**config.mk**
```make
export PLATFORM = sky130hd
export DESIGN_NAME = parking_exit_controller
export DESIGN_NICKNAME = d
export VERILOG_FILES = /design/src/rtl/parking_exit_controller.sv
export SDC_FILE = /design/constraint.sdc
export NUM_CORES = 1
export LEC_CHECK = 0
export ABC_AREA = 1
export CORE_MARGIN = 5
export CORE_UTILIZATION = 45
export CTS_CLUSTER_DIAMETER = 60
export CTS_CLUSTER_SIZE = 40
export DETAILED_ROUTE_END_ITERATION = 12
export PLACE_DENSITY = 0.67
export SETUP_SLACK_MARGIN = 0.4
export SKIP_CTS_REPAIR_TIMING = 1
export SYNTH_ARGS = -nofsm -noshare
export SYNTH_HDL_FRONTEND = slang
export SYNTH_SLANG_ARGS = --single-unit
export TNS_END_PERCENT = 50
```
**constraint.sdc**
```tcl
create_clock -name clk -period 2.19 [get_ports clk]
set_input_delay 0.3285 -clock clk [delete_from_list [all_inputs] [get_ports clk]]
set_output_delay 0.3285 -clock clk [all_outputs]
set_load 0.02 [all_outputs]
```
**src/rtl/parking_exit_controller.sv**
```systemverilog
// ============================================================================
// Module   : parking_exit_controller
// Purpose  : Exit-side lot control: spot occupancy and timers, billing, exit
//            gate and spot release. Optional grace period: PARKING_GRACE_EN.
// Revision : 1.0 - initial release
// ============================================================================
`default_nettype none

module parking_exit_controller #(
  parameter int NUM_SPOTS    = 4,
  parameter int TIMER_W      = 8,
  parameter int FEE_W        = 12,
  parameter int RATE         = 3,
  parameter int GATE_TIMEOUT = 16,
  parameter int GRACE_TICKS  = 2,
  localparam int SW          = (NUM_SPOTS > 1) ? $clog2(NUM_SPOTS) : 1
) (
  input  logic                 clk,
  input  logic                 rst_n,
  input  logic                 i_tick,
  input  logic                 i_park_valid,
  input  logic [SW-1:0]        i_park_spot,
  input  logic                 i_exit_req,
  input  logic [SW-1:0]        i_exit_spot,
  input  logic                 i_car_passed,
  output logic [NUM_SPOTS-1:0] o_occupancy,
  output logic                 o_exit_busy,
  output logic [FEE_W-1:0]     o_fee,
  output logic                 o_fee_valid,
  output logic                 o_gate_open,
  output logic                 o_release_valid,
  output logic [SW-1:0]        o_release_spot,
  output logic                 o_err
);

  localparam int PW = FEE_W + TIMER_W;
  localparam int CW = $clog2(GATE_TIMEOUT) + 1;
  localparam logic [TIMER_W-1:0] c_timer_max = {TIMER_W{1'b1}};
  localparam logic [PW-1:0]      c_fee_max   = PW'({FEE_W{1'b1}});

  typedef enum logic [2:0] {
    S_IDLE    = 3'd0,
    S_CHECK   = 3'd1,
    S_ERR     = 3'd2,
    S_BILL    = 3'd3,
    S_GATE    = 3'd4,
    S_RELEASE = 3'd5
  } state_t;

  state_t               r_state;
  logic [SW-1:0]        r_spot;
  logic [CW-1:0]        r_gcnt;
  logic [NUM_SPOTS-1:0] r_occ;
  logic [TIMER_W-1:0]   r_timer [NUM_SPOTS];
  logic                 r_busy;
  logic [FEE_W-1:0]     r_fee;
  logic                 r_fee_valid;
  logic                 r_gate_open;
  logic                 r_release_valid;
  logic [SW-1:0]        r_release_spot;
  logic                 r_err;

  logic [TIMER_W-1:0]   w_sel_timer;
  logic [PW-1:0]        w_prod;
  logic [FEE_W-1:0]     w_fee;
  logic                 w_park_err;

  assign w_sel_timer = r_timer[r_spot];
  // A spot mid-release still reads occupied, so a park to it is rejected.
  assign w_park_err  = i_park_valid & r_occ[i_park_spot];

`ifdef PARKING_GRACE_EN
  always_comb begin
    w_prod = '0;
    if (w_sel_timer > TIMER_W'(GRACE_TICKS))
      w_prod = PW'(w_sel_timer - TIMER_W'(GRACE_TICKS)) * PW'(RATE);
  end
`else
  logic w_unused_grace;
  assign w_unused_grace = ^GRACE_TICKS;
  always_comb begin
    w_prod = PW'(w_sel_timer) * PW'(RATE);
  end
`endif

  assign w_fee = (w_prod > c_fee_max) ? {FEE_W{1'b1}} : w_prod[FEE_W-1:0];

  always_ff @(posedge clk or negedge rst_n) begin
    if (!rst_n) begin
      r_occ <= '0;
      for (int i = 0; i < NUM_SPOTS; i++) r_timer[i] <= '0;
    end else begin
      for (int i = 0; i < NUM_SPOTS; i++) begin
        if (r_state == S_RELEASE && r_spot == SW'(i)) begin
          r_occ[i]   <= 1'b0;
          r_timer[i] <= '0;
        end else if (i_park_valid && i_park_spot == SW'(i) && !r_occ[i]) begin
          r_occ[i]   <= 1'b1;
          r_timer[i] <= '0;
        end else if (!r_occ[i]) begin
          r_timer[i] <= '0;
        end else if (i_tick && r_timer[i] != c_timer_max &&
                     !(r_state != S_IDLE && r_spot == SW'(i))) begin
          r_timer[i] <= r_timer[i] + 1'b1;
        end
      end
    end
  end

  always_ff @(posedge clk or negedge rst_n) begin
    if (!rst_n) begin
      r_state         <= S_IDLE;
      r_spot          <= '0;
      r_gcnt          <= '0;
      r_busy          <= 1'b0;
      r_fee           <= '0;
      r_fee_valid     <= 1'b0;
      r_gate_open     <= 1'b0;
      r_release_valid <= 1'b0;
      r_release_spot  <= '0;
      r_err           <= 1'b0;
    end else begin
      r_fee_valid     <= 1'b0;
      r_release_valid <= 1'b0;
      r_err           <= w_park_err;
      case (r_state)
        S_IDLE: begin
          if (i_exit_req) begin
            r_spot  <= i_exit_spot;
            r_busy  <= 1'b1;
            r_state <= S_CHECK;
          end
        end
        S_CHECK: begin
          if (!r_occ[r_spot]) begin
            r_err   <= 1'b1;
            r_state <= S_ERR;
          end else begin
            r_fee       <= w_fee;
            r_fee_valid <= 1'b1;
            r_state     <= S_BILL;
          end
        end
        S_ERR: begin
          r_busy  <= 1'b0;
          r_state <= S_IDLE;
        end
        S_BILL: begin
          r_gcnt      <= '0;
          r_gate_open <= 1'b1;
          r_state     <= S_GATE;
        end
        S_GATE: begin
          if (i_car_passed) begin
            r_gate_open     <= 1'b0;
            r_release_valid <= 1'b1;
            r_release_spot  <= r_spot;
            r_state         <= S_RELEASE;
          end else if (r_gcnt == CW'(GATE_TIMEOUT - 1)) begin
            r_gate_open <= 1'b0;
            r_err       <= 1'b1;
            r_busy      <= 1'b0;
            r_state     <= S_IDLE;
          end else begin
            r_gcnt <= r_gcnt + 1'b1;
          end
        end
        S_RELEASE: begin
          r_busy  <= 1'b0;
          r_state <= S_IDLE;
        end
        default: begin
          r_gate_open <= 1'b0;
          r_busy      <= 1'b0;
          r_state     <= S_IDLE;
        end
      endcase
    end
  end

  assign o_occupancy     = r_occ;
  assign o_exit_busy     = r_busy;
  assign o_fee           = r_fee;
  assign o_fee_valid     = r_fee_valid;
  assign o_gate_open     = r_gate_open;
  assign o_release_valid = r_release_valid;
  assign o_release_spot  = r_release_spot;
  assign o_err           = r_err;

endmodule

`default_nettype wire

```
* Yosys cells after proc, flatten, opt, wreduce, memory -nomap -nowiden
Cells that the tools add are included.
Storage, ports and cells: bits in latches 0, output and inout bits 23, input port bits 10, memories 0, logic and storage cells 161, bits in read-only memories 0, memory bits (writable) 0, register bits after elaboration 65
Cells by class: order comparisons 4, shift operators 0, add/sub/neg operators 5, muxes and demuxes 54, multipliers 1, reductions and logical operators 50, eq/ne operators 25, divide/modulo/power cells 0, bitwise operators 4
Operators with widths (number):
- two-way mux 8 bit | 18
- adder 8 x 1 -> 8 bit, second input constant | 4
- inequality test 8 bit, second input constant | 4
- logical AND 1 bit | 24
- two-way mux 1 bit | 22
- binary-select mux 8 bit (select 2 bit) | 1
- inequality test 4 x 1 -> 1 bit, second input constant | 4
- greater-than comparator 10 x 12 -> 1 bit, second input constant | 1
- two-way mux 12 bit | 1
- case mux 3 bit (4 select lines) | 1
- multiplier 8 x 2 -> 10 bit, second input constant | 1
- two-way mux 5 bit | 2
- case mux 5 bit (2 select lines) | 1
- AND reduction 2 bit | 5
- nonzero test 2 bit | 5
- two-way mux 3 bit | 3
- == test 2 bit, second input constant | 4
- logical NOT 1 bit | 8
- inequality test 2 bit, second input constant | 4
- == test 3 x 2 -> 1 bit, second input constant | 2
- == test 3 bit, second input constant | 2
- < comparator 2 x 3 -> 1 bit, second input constant | 2
- case mux 1 bit (3 select lines) | 2
- adder 5 x 1 -> 5 bit, second input constant | 1
- 17 further kinds | 21

* Longest topological paths before layout
depth in word-level cells 8, depth in mapped cells 15

* Worst setup path before layout
No wires, ideal clock.
path type reg2reg, from register r_spot[0], to register r_fee[9] (netlist: o_fee[9]), buffers on the path 1, arrival 2034 ps, path slack 40 ps, cell stages (with the launch flop) 14, cell sequence dfrtp_1 -> buf_6 -> nand2_2 -> o22ai_1 -> a21oi_1 -> o21ai_0 -> ha_1 -> fa_1 -> nand2_1 -> nand3_1 -> nand3_1 -> nand2_1 -> nand2_1 -> nand2_1
Between the ends: word-level cells in the longest chain between the ends 7
RTL lines:
- from (decl) | line 51 | logic [SW-1:0] r_spot;
- from (signal assigned) | line 129 | r_spot <= i_exit_spot;
- NOT 2 -> 3 bit (implied by the code) | line 68 | assign w_sel_timer = r_timer[r_spot];
- binary-select mux 8 bit (select 2 bit) | line 68
- two-way mux 8 bit (implied by the code) (2 in a row) | line 68
- multiplier 8 x 2 -> 10 bit | line 82 | w_prod = PW'(w_sel_timer) * PW'(RATE);
- greater-than comparator 10 x 12 -> 1 bit | line 86 | assign w_fee = (w_prod > c_fee_max) ? {FEE_W{1'b1}} : w_prod[FEE_W-1:0];
- two-way mux 12 bit | line 86
- to (signal assigned) | line 139 | r_fee <= w_fee;
- to (decl) | line 56 | logic [FEE_W-1:0] r_fee;
Parallel ways exist; a longest one is shown, timed or not. The select of a mux whose other input is x is not followed. A chain may end at the register's enable or synchronous reset.

* Final worst setup path
from register r_spot[1], to register r_fee[8] (netlist: o_fee[8])
Same word-level chain as after synthesis.

==> results.toml <==
[yosys]
synthAdderAreaFrac_pct = 4.99
synth_cells = 594
ys_async_sr_fraction_pct = 100
synth.area.mux_share_pct = 0.241
yosys_warnings = 0
synth_top_family_by_area = "simple AND/OR/NAND/NOR gates"
synth-xor-area-share_pct = 0.632
synth_edf_count = 0
synth_compound_area_share_pct = 8.42
ys_ff_latch = 63
synth.distinct_cells = 39
synthSimpleGateAreaFrac_pct = 39.6
avgSynthCellArea_um2 = 7.00
ys.flop_type = "dfrtp_1"
seq_area_frac_synth_pct = 37.9
synth_area_mm2 = 0.00416

[worst_setup_path]
cp_data_arrival_time_ps = 2390
cp.required_ps = 2440
cpPeakStageDelay_ps = 460
endpoint_kind = "flip-flop"
crit_path_top_delay_cell = "dfrtp_2"
cp_top_family = "simple AND/OR/NAND/NOR gates"
path_max_fanout = 7
crit_type = "flip-flop to flip-flop"
path_buf_inv = 2
rrSetupSlack_ps = 50
start_kind = "flip-flop"
path_cells = "buf_12 -> nand2_8 -> inv_1 -> a22oi_1 -> nand2_2 -> ha_1 -> nand3_2 -> nand3_2 -> nand2_2 -> nand3_1 -> nand3_1 -> nand2_1"

[layout]
nNetsFinal = 676
mostFrequentLayoutCells = "nand2_1, nor2_1, inv_1, dfrtp_1, nand3_1"
area_growth_pct = 27.0
drive_gt1_share_pct = 19.1
final_common_cell = "nand2_1"
stdcell_count = 766
antennaDiodeCount = 0
fin_util_pct = 58.0

[drt]
drc_errors = 0
first_iter_violations = 226
antenna_left = 0
drt-vias-per-instance = 5.12
postRouteWirelength_um = 10500
drt_pass1_iterations = 4
wl_per_cell_um = 13.7
num_vias = 3925

[clock_network]
clockBufferDepth = 2
clk_pin_slew_ps = 90
numClockSinks = 63
h-tree-depth = 3
clk_root_buffer_cell = "clkbuf_8"
clkLatencyLatePin_ps = 350
numCtsBuffers = 9
cts_tree = "built"

[floorplanning]
die-area_mm2 = 0.0113
ios = 33
initial_core_util_pct = 45.7
rows = 35
core_mm2 = 0.00911
die_x_um = 106
die-height_um = 106

[power_and_ir_drop]
switching_share_pct = 46.8
p_clk_share_pct = 14.8
power.density_mw_per_mm2 = 1330
power_leakage_nw = 2.55
combinationalPowerShare_pct = 56.6
total_power_mw = 7.00
intPower_mw = 3.72
p_seq_share_pct = 28.5
p_switching_mw = 3.27
peakVddDrop_mv = 0.624

[global_route]
grt_pass1_wl_um = 17000
track_usage_pct = 18.6
grt_max_degree = 64
grt_pass1_vias = 3570
grt_overflow = 0
antenna_found_initial = 0

[placement]
dp_hpwl_um = 7460
place_inst = 735
gp_congestion = 0.860
port_buffers = 30

[run]
maxCapViolCount = 0

[timing]
setup-tns-final_ps = 0
clock_skew_ps = 15.7
hold_ws_ps = -17.0
rsz0062_at_grt = "yes"
fmax_mhz = 467
setup_viol = 0
hold_viol = 15
finalMaxSlewViolations = 0
fin_crit_ps = 2140
min_period_over_period_pct = 97.7

[status]
violations = "hold timing"
outcome = "finished with violations"

[min_path]
hold_path_class = "input port to async pin"
-- routing by layer --
metal	track usage, %	part of all wire [%]
met5	0	0
met4	6.11	3.5
met3	2.67	4.3
met2	30.2	46
met1	25.5	46
-- through the flow --
stage | worst slack [ps] | cell area, um2
final | 50.8 | 5280
after floorplan | 273 | 4240
after global routing | -22.7 | 5280
after global placement | 27.8 | 4700
after detailed placement | -25.2 | 4700
after CTS | -49.5 | 4890
-- worst paths after layout --
kind / start / end / cells after the start
max: r_spot[1]$_DFFE_PN0P_ / o_fee[8]$_DFFE_PN0P_ / 12
max reg2reg: r_spot[1]$_DFFE_PN0P_ / o_fee[8]$_DFFE_PN0P_ / 12
max in group asynchronous: rst_n / r_spot[1]$_DFFE_PN0P_ / 2
min in group clk: o_fee[0]$_DFFE_PN0P_ / o_fee[0]$_DFFE_PN0P_ / 2
min reg2reg: o_fee[0]$_DFFE_PN0P_ / o_fee[0]$_DFFE_PN0P_ / 2
min: rst_n / r_timer[30]$_DFFE_PN0P_ / 2
-- synth_stat cells, types with 2 or more instances --
cell type	number	area, um2
inv_2	8	30.0
nor2_4	6	67.6
ha_1	15	188
buf_4	3	22.5
inv_1	63	236
o21ai_0	30	150
nand2_1	193	724
nor2_8	2	40.0
nand3b_1	4	30.0
a22oi_1	7	52.6
buf_6	3	33.8
nand3_2	3	30.0
o22ai_1	3	18.8
a21oi_1	11	55.1
or2_2	2	12.5
nor3_1	5	25.0
nand4_1	4	25.0
o221ai_1	3	26.3
nand2_2	7	43.8
xnor2_1	2	17.5
dfrtp_1	63	1580
nor2_2	4	25.0
o21ai_1	3	15.0
nand2_4	2	22.5
nand3_1	55	275
nor2_1	80	300
-- registers in the layout, indices dropped and copies added, names as in the netlist, 2 cells and up --
register / flops
o_occupancy: 4
r_timer: 32
o_fee: 10
o_release_spot: 2
r_spot: 2
r_gcnt: 5
r_state: 3
-- power groups by stage --
| stage | sequential [mW] | clock (mW) | combinational (mW) |
|---|---|---|---|
| after global routing | 2.05 | 1.10 | 4.38 |
| final | 2.00 | 1.04 | 3.96 |
| after CTS | 1.97 | 1.06 | 3.23 |
| after global placement | 1.98 | 0 | 3.15 |
| after floorplan | 1.99 | 0 | 2.25 |
| after detailed placement | 1.99 | 0 | 3.21 |
-- layout make-up --
type | count | area, um2
Fill cell | 842 | 3830
Multi-Input combinational cell | 452 | 2560
Sequential cell | 63 | 1580
Timing Repair Buffer | 52 | 518
Inverter | 72 | 285
Tap cell | 111 | 139
Clock buffer | 9 | 124
Clock inverter | 7 | 73.8
-- cells by family after synthesis --
| group | Yosys count |
|---|---|
| muxes | 1 |
| buffers and inverters | 80 |
| AOI/OAI and AO/OA | 61 |
| and+or+nand+nor | 369 |
| other | 1 |
| adders and majority gates | 16 |
| DFF | 63 |
| xor gates and xnor gates | 3 |
(Power assumes the default switching activity.)
==> patch 1 (same flow settings) <==
Change the parameter `NUM_SPOTS` from 4 to 8.
--- a/src/rtl/parking_exit_controller.sv
+++ b/src/rtl/parking_exit_controller.sv
@@ -9,3 +9,3 @@
 module parking_exit_controller #(
-  parameter int NUM_SPOTS    = 4,
+  parameter int NUM_SPOTS    = 8,
   parameter int TIMER_W      = 8,
Interface: changed (resized i_exit_spot, i_park_spot, o_occupancy and o_release_spot); port bits go from 33 to 40. The function was not compared with the original's and may differ.
==> patch 1 against the unedited design <==
  * Sequential power increased by 54%
  * Sequential cell count increased by 38
  * Worst hold slack improved by 450 ps
  * Critical path depth increased by 6
  * Clock skew shrank 6.2 ps
  * Setup slack worse by 93 ps
  * Area after synthesis increased by 66%
  * The run ends with negative setup slack left
  * Final cell count is 70% higher
  * Cell area grew 68%
  * Synthesized cell count rose by 68%
  * Wire length rose by 86%
  * Combinational power up 51%
  * Power is 55% higher
==> patch 1: results (changes against the unedited design) <==
Status - complete, but fails checks
Failing checks - negative setup slack
Crit path largest cell delay - 400 ps (-60 ps)
Ranking of synthesized cells by area - dfrtp_1 (37%), nand2_1 (17%), nand3_1 (8.8%), inv_1 (6.3%), nor2_1 (4.8%)
Setup ws final - -42.6 ps (-93.4 ps)
DP HPWL - 14.9 mm (+100%)
Multiplexer share of the synthesized area - 0.145% (-0.096 points)
Max FO, Critical Path - 13 (+6)
Slowest-stage cell, CP - dfrtp_1
Inst Count DP - 1270 (+73%)
Vias in the first global route - 6188 (+73%)
Peak VDD IR - 0.000528 V (-15%)
Max reg flops - 64 (+100%)
Seq/Total Area, Yosys - 36.6% (-1.3 points)
First-pass DRT Iterations - 5 (+1)
Share of layout cells above drive strength 1 - 20.3% (+1.2 points)
Layout Skew - 9.46 ps (-6.19 ps)
Initial drt markers - 565 (+150%)
Post-Synth Adder-Cell Area - 3.74% (-1.3 points)
Final setup violation count - 5 (+5)
Compound-gate portion of the synthesized area - 8.33% (-0.096 points)
Pwr Density - 1220 mW/mm² (-7.6%)
R2R depth - 18 (+6)
Xor and xnor area share after synthesis - 2.16% (+1.5 points)
Seq pwr - 3.09 mW (+54%)
DR WL/cell - 15.0 µm (+9.6%)
Psw - 4.90 mW (+50%)
Largest net degree at the start of global routing - 51 (-20%)
## patch 1: cell families after synthesis
| kind of cell | after synthesis |
|---|---|
| AO/OA/AOI/OAI | 103 |
| XOR/XNOR | 17 |
| adder cells (fa/ha/maj) | 20 |
| buffers and inverters | 148 |
| flip-flops | 101 |
| multiplexers | 1 |
| other | 1 |
| AND/OR/NAND/NOR | 609 |
## patch 1: worst max-delay path by stage
stage	from	to	cells past startpoint
2_1_floorplan	r_spot[0]$_DFFE_PN0P_	o_fee[5]$_DFFE_PN0P_	15
3_3_place_gp	r_spot[1]$_DFFE_PN0P_	o_fee[6]$_DFFE_PN0P_	15
3_5_place_dp	r_spot[0]$_DFFE_PN0P_	o_fee[8]$_DFFE_PN0P_	18
4_1_cts	r_spot[0]$_DFFE_PN0P_	o_fee[8]$_DFFE_PN0P_	18
5_1_grt	r_spot[1]$_DFFE_PN0P_	o_fee[8]$_DFFE_PN0P_	18
6_report	r_spot[0]$_DFFE_PN0P_	o_fee[8]$_DFFE_PN0P_	18
## patch 1: metal layers
metal | wire length, µm | part of all wire (%) | vias up | global-route usage (%)
li1 | - | - | 3464 | -
met1 | 9030 | 46 | 3229 | 31.4
met2 | 9060 | 46 | 174 | 34.4
met3 | 1060 | 5.4 | 34 | 4.01
met4 | 376 | 1.9 | 0 | 6.46
met5 | 0 | 0 | - | 0
## patch 1: layout make-up
type | count | area share [%]
clock buffers | 11 | 2.85
clock inverters | 5 | 0.917
inverters | 123 | 5.43
multi-input cells | 754 | 47.7
flip-flops and latches | 101 | 28.6
well taps | 188 | 2.65
repair buffers | 117 | 11.9
==> patch 2 (same settings) <==
Without the edit above. Re-encode `state_t` (6 states) as one-hot, 6 bits wide.
--- a/src/rtl/parking_exit_controller.sv
+++ b/src/rtl/parking_exit_controller.sv
@@ -40,9 +40,9 @@
 
-  typedef enum logic [2:0] {
-    S_IDLE    = 3'd0,
-    S_CHECK   = 3'd1,
-    S_ERR     = 3'd2,
-    S_BILL    = 3'd3,
-    S_GATE    = 3'd4,
-    S_RELEASE = 3'd5
+  typedef enum logic [5:0] {
+    S_IDLE    = 6'b000001,
+    S_CHECK   = 6'b000010,
+    S_ERR     = 6'b000100,
+    S_BILL    = 6'b001000,
+    S_GATE    = 6'b010000,
+    S_RELEASE = 6'b100000
   } state_t;
Function: no difference found for any inputs over 4 cycles, from zero or initial values and one cycle with rst_n low; so few cycles prove little.
==> patch 2 against the unedited design <==
  * The flow finishes with violations (negative setup slack)
  * Power is 12% higher
  * Global-route usage increased by 1.6 points
  * Area after synthesis increased by 7.2%
  * Wire length up 14%
  * Setup slack worse by 77 ps
  * Sequential cell count rose by 3
  * Clock skew is 5.4 ps lower
  * Worst hold slack gained 470 ps
  * Cell area rose by 7.4%
  * Largest power group unchanged
==> patch 2: results (changes against the unedited design) <==
Non-clk bufs - 59 (+13%)
Via Count - 4300 (+9.6%)
Psw - 3.52 mW (+7.6%)
Peak VDD IR - 0.000806 V (+29%)
Combinational gate power - 4.61 mW (+16%)
Status - complete, but fails checks
Inst Count DP - 800 (+8.8%)
Final setup violation count - 4 (+4)
First-pass DRT Iterations - 5 (+1)
GP Congestion - 0.887 (+3.2%)
Most frequent cells after synthesis - nand2_1 (197), nand3_1 (99), nor2_1 (78), inv_1 (66), dfrtp_1 (65)
DP HPWL - 8.29 mm (+11%)
Largest net degree at the start of global routing - 35 (-45%)
Design area - 0.00567 mm² (+7.4%)
Seq/Total Area, Yosys - 37.1% (-0.83 points)
CP Data Arrival Time - 2470 ps (+80 ps)
Critical Path Source - r_spot[0]$_DFFE_PN0P_
Post-Route M1 WL - 5.32 mm (+9.1%)
Vias in the first global route - 3944 (+10%)
Met2 wire length - 5.70 mm (+19%)
P_leak - 2.82 nW (+11%)
Failing checks - negative setup slack
GRT Total Usage - 20.2% (+1.6 points)
Clk slew on worst S/H paths - 70 ps (-20 ps)
Netlist cell types - 35 (-10%)
FF-to-FF Start - r_spot[0]$_DFFE_PN0P_
Clkbuf count - 14 (+5)
Via density - 5.17 (+0.86%)
#MultiIn Comb - 489 (+8.2%)
Multi-input gate area - 0.00277 mm² (+8.0%)
Initial drt markers - 230 (+1.8%)
DP Worst Slack - -153 ps (-127 ps)
Inverters - 69 (-4.2%)
Drt total wl - 12.0 mm (+14%)
Clock sink total - 66 (+4.8%)
Fin Setup TNS - -56.6 ps (-56.6 ps)
Placeable Area - 0.00973 mm² (+6.8%)
Clock group power - 1.19 mW (+14%)
NonClk Buf Share - 10.2% (+0.41 points)
Register Area - 0.00166 mm² (+5.1%)
Share of layout cells above drive strength 1 - 19.7% (+0.66 points)
Met1 Track Usage GR - 26.5% (+1.0 points)
First-pass GRT wire length - 18.8 mm (+11%)
Ranking of synthesized cells by area - dfrtp_1 (36%), nand2_1 (17%), nand3_1 (11%), nor2_1 (6.6%), inv_1 (5.6%)
Net switching share of the total power - 45.0% (-1.8 points)
Mean post-synth cell area - 7.07 µm² (+0.90%)
Layout Skew - 10.3 ps (-5.39 ps)
Setup ws final - -26.2 ps (-77.0 ps)
GRT met3 Usage - 4.05% (+1.4 points)
patch 2: path summary, 6_finish.rpt:
check                                          endpoint  slack [ps]  depth (start not counted)
worst max-delay path               o_fee[9]$_DFFE_PN0P_         -30                         13
worst min-delay path            r_timer[31]$_DFFE_PN0P_         450                          2
worst max register to register     o_fee[9]$_DFFE_PN0P_         -30                         13
worst min register to register     o_fee[0]$_DFFE_PN0P_         480                          2
max in group asynchronous         r_spot[0]$_DFFE_PN0P_        1110                          3
min in group clk                   o_fee[0]$_DFFE_PN0P_         480                          2
patch 2: critical path: cells and delay by family, from the launching register on:
family | cells | cell delay (ps)
fa+ha+maj | 2 | 620
simple gates | 7 | 490
flops | 1 | 460
compound gates | 2 | 310
buf+inv | 2 | 210
patch 2: kinds of logic after synthesis:
kind of cell,count (synthesis),synth area share [%]
other,1,0.0841
adders and majority gates,16,4.66
and+or+nand+nor,420,43.8
buffers and inverters,80,7.69
AOI/OAI and AO/OA,44,5.95
DFF,66,37.1
xor gates and xnor gates,4,0.786
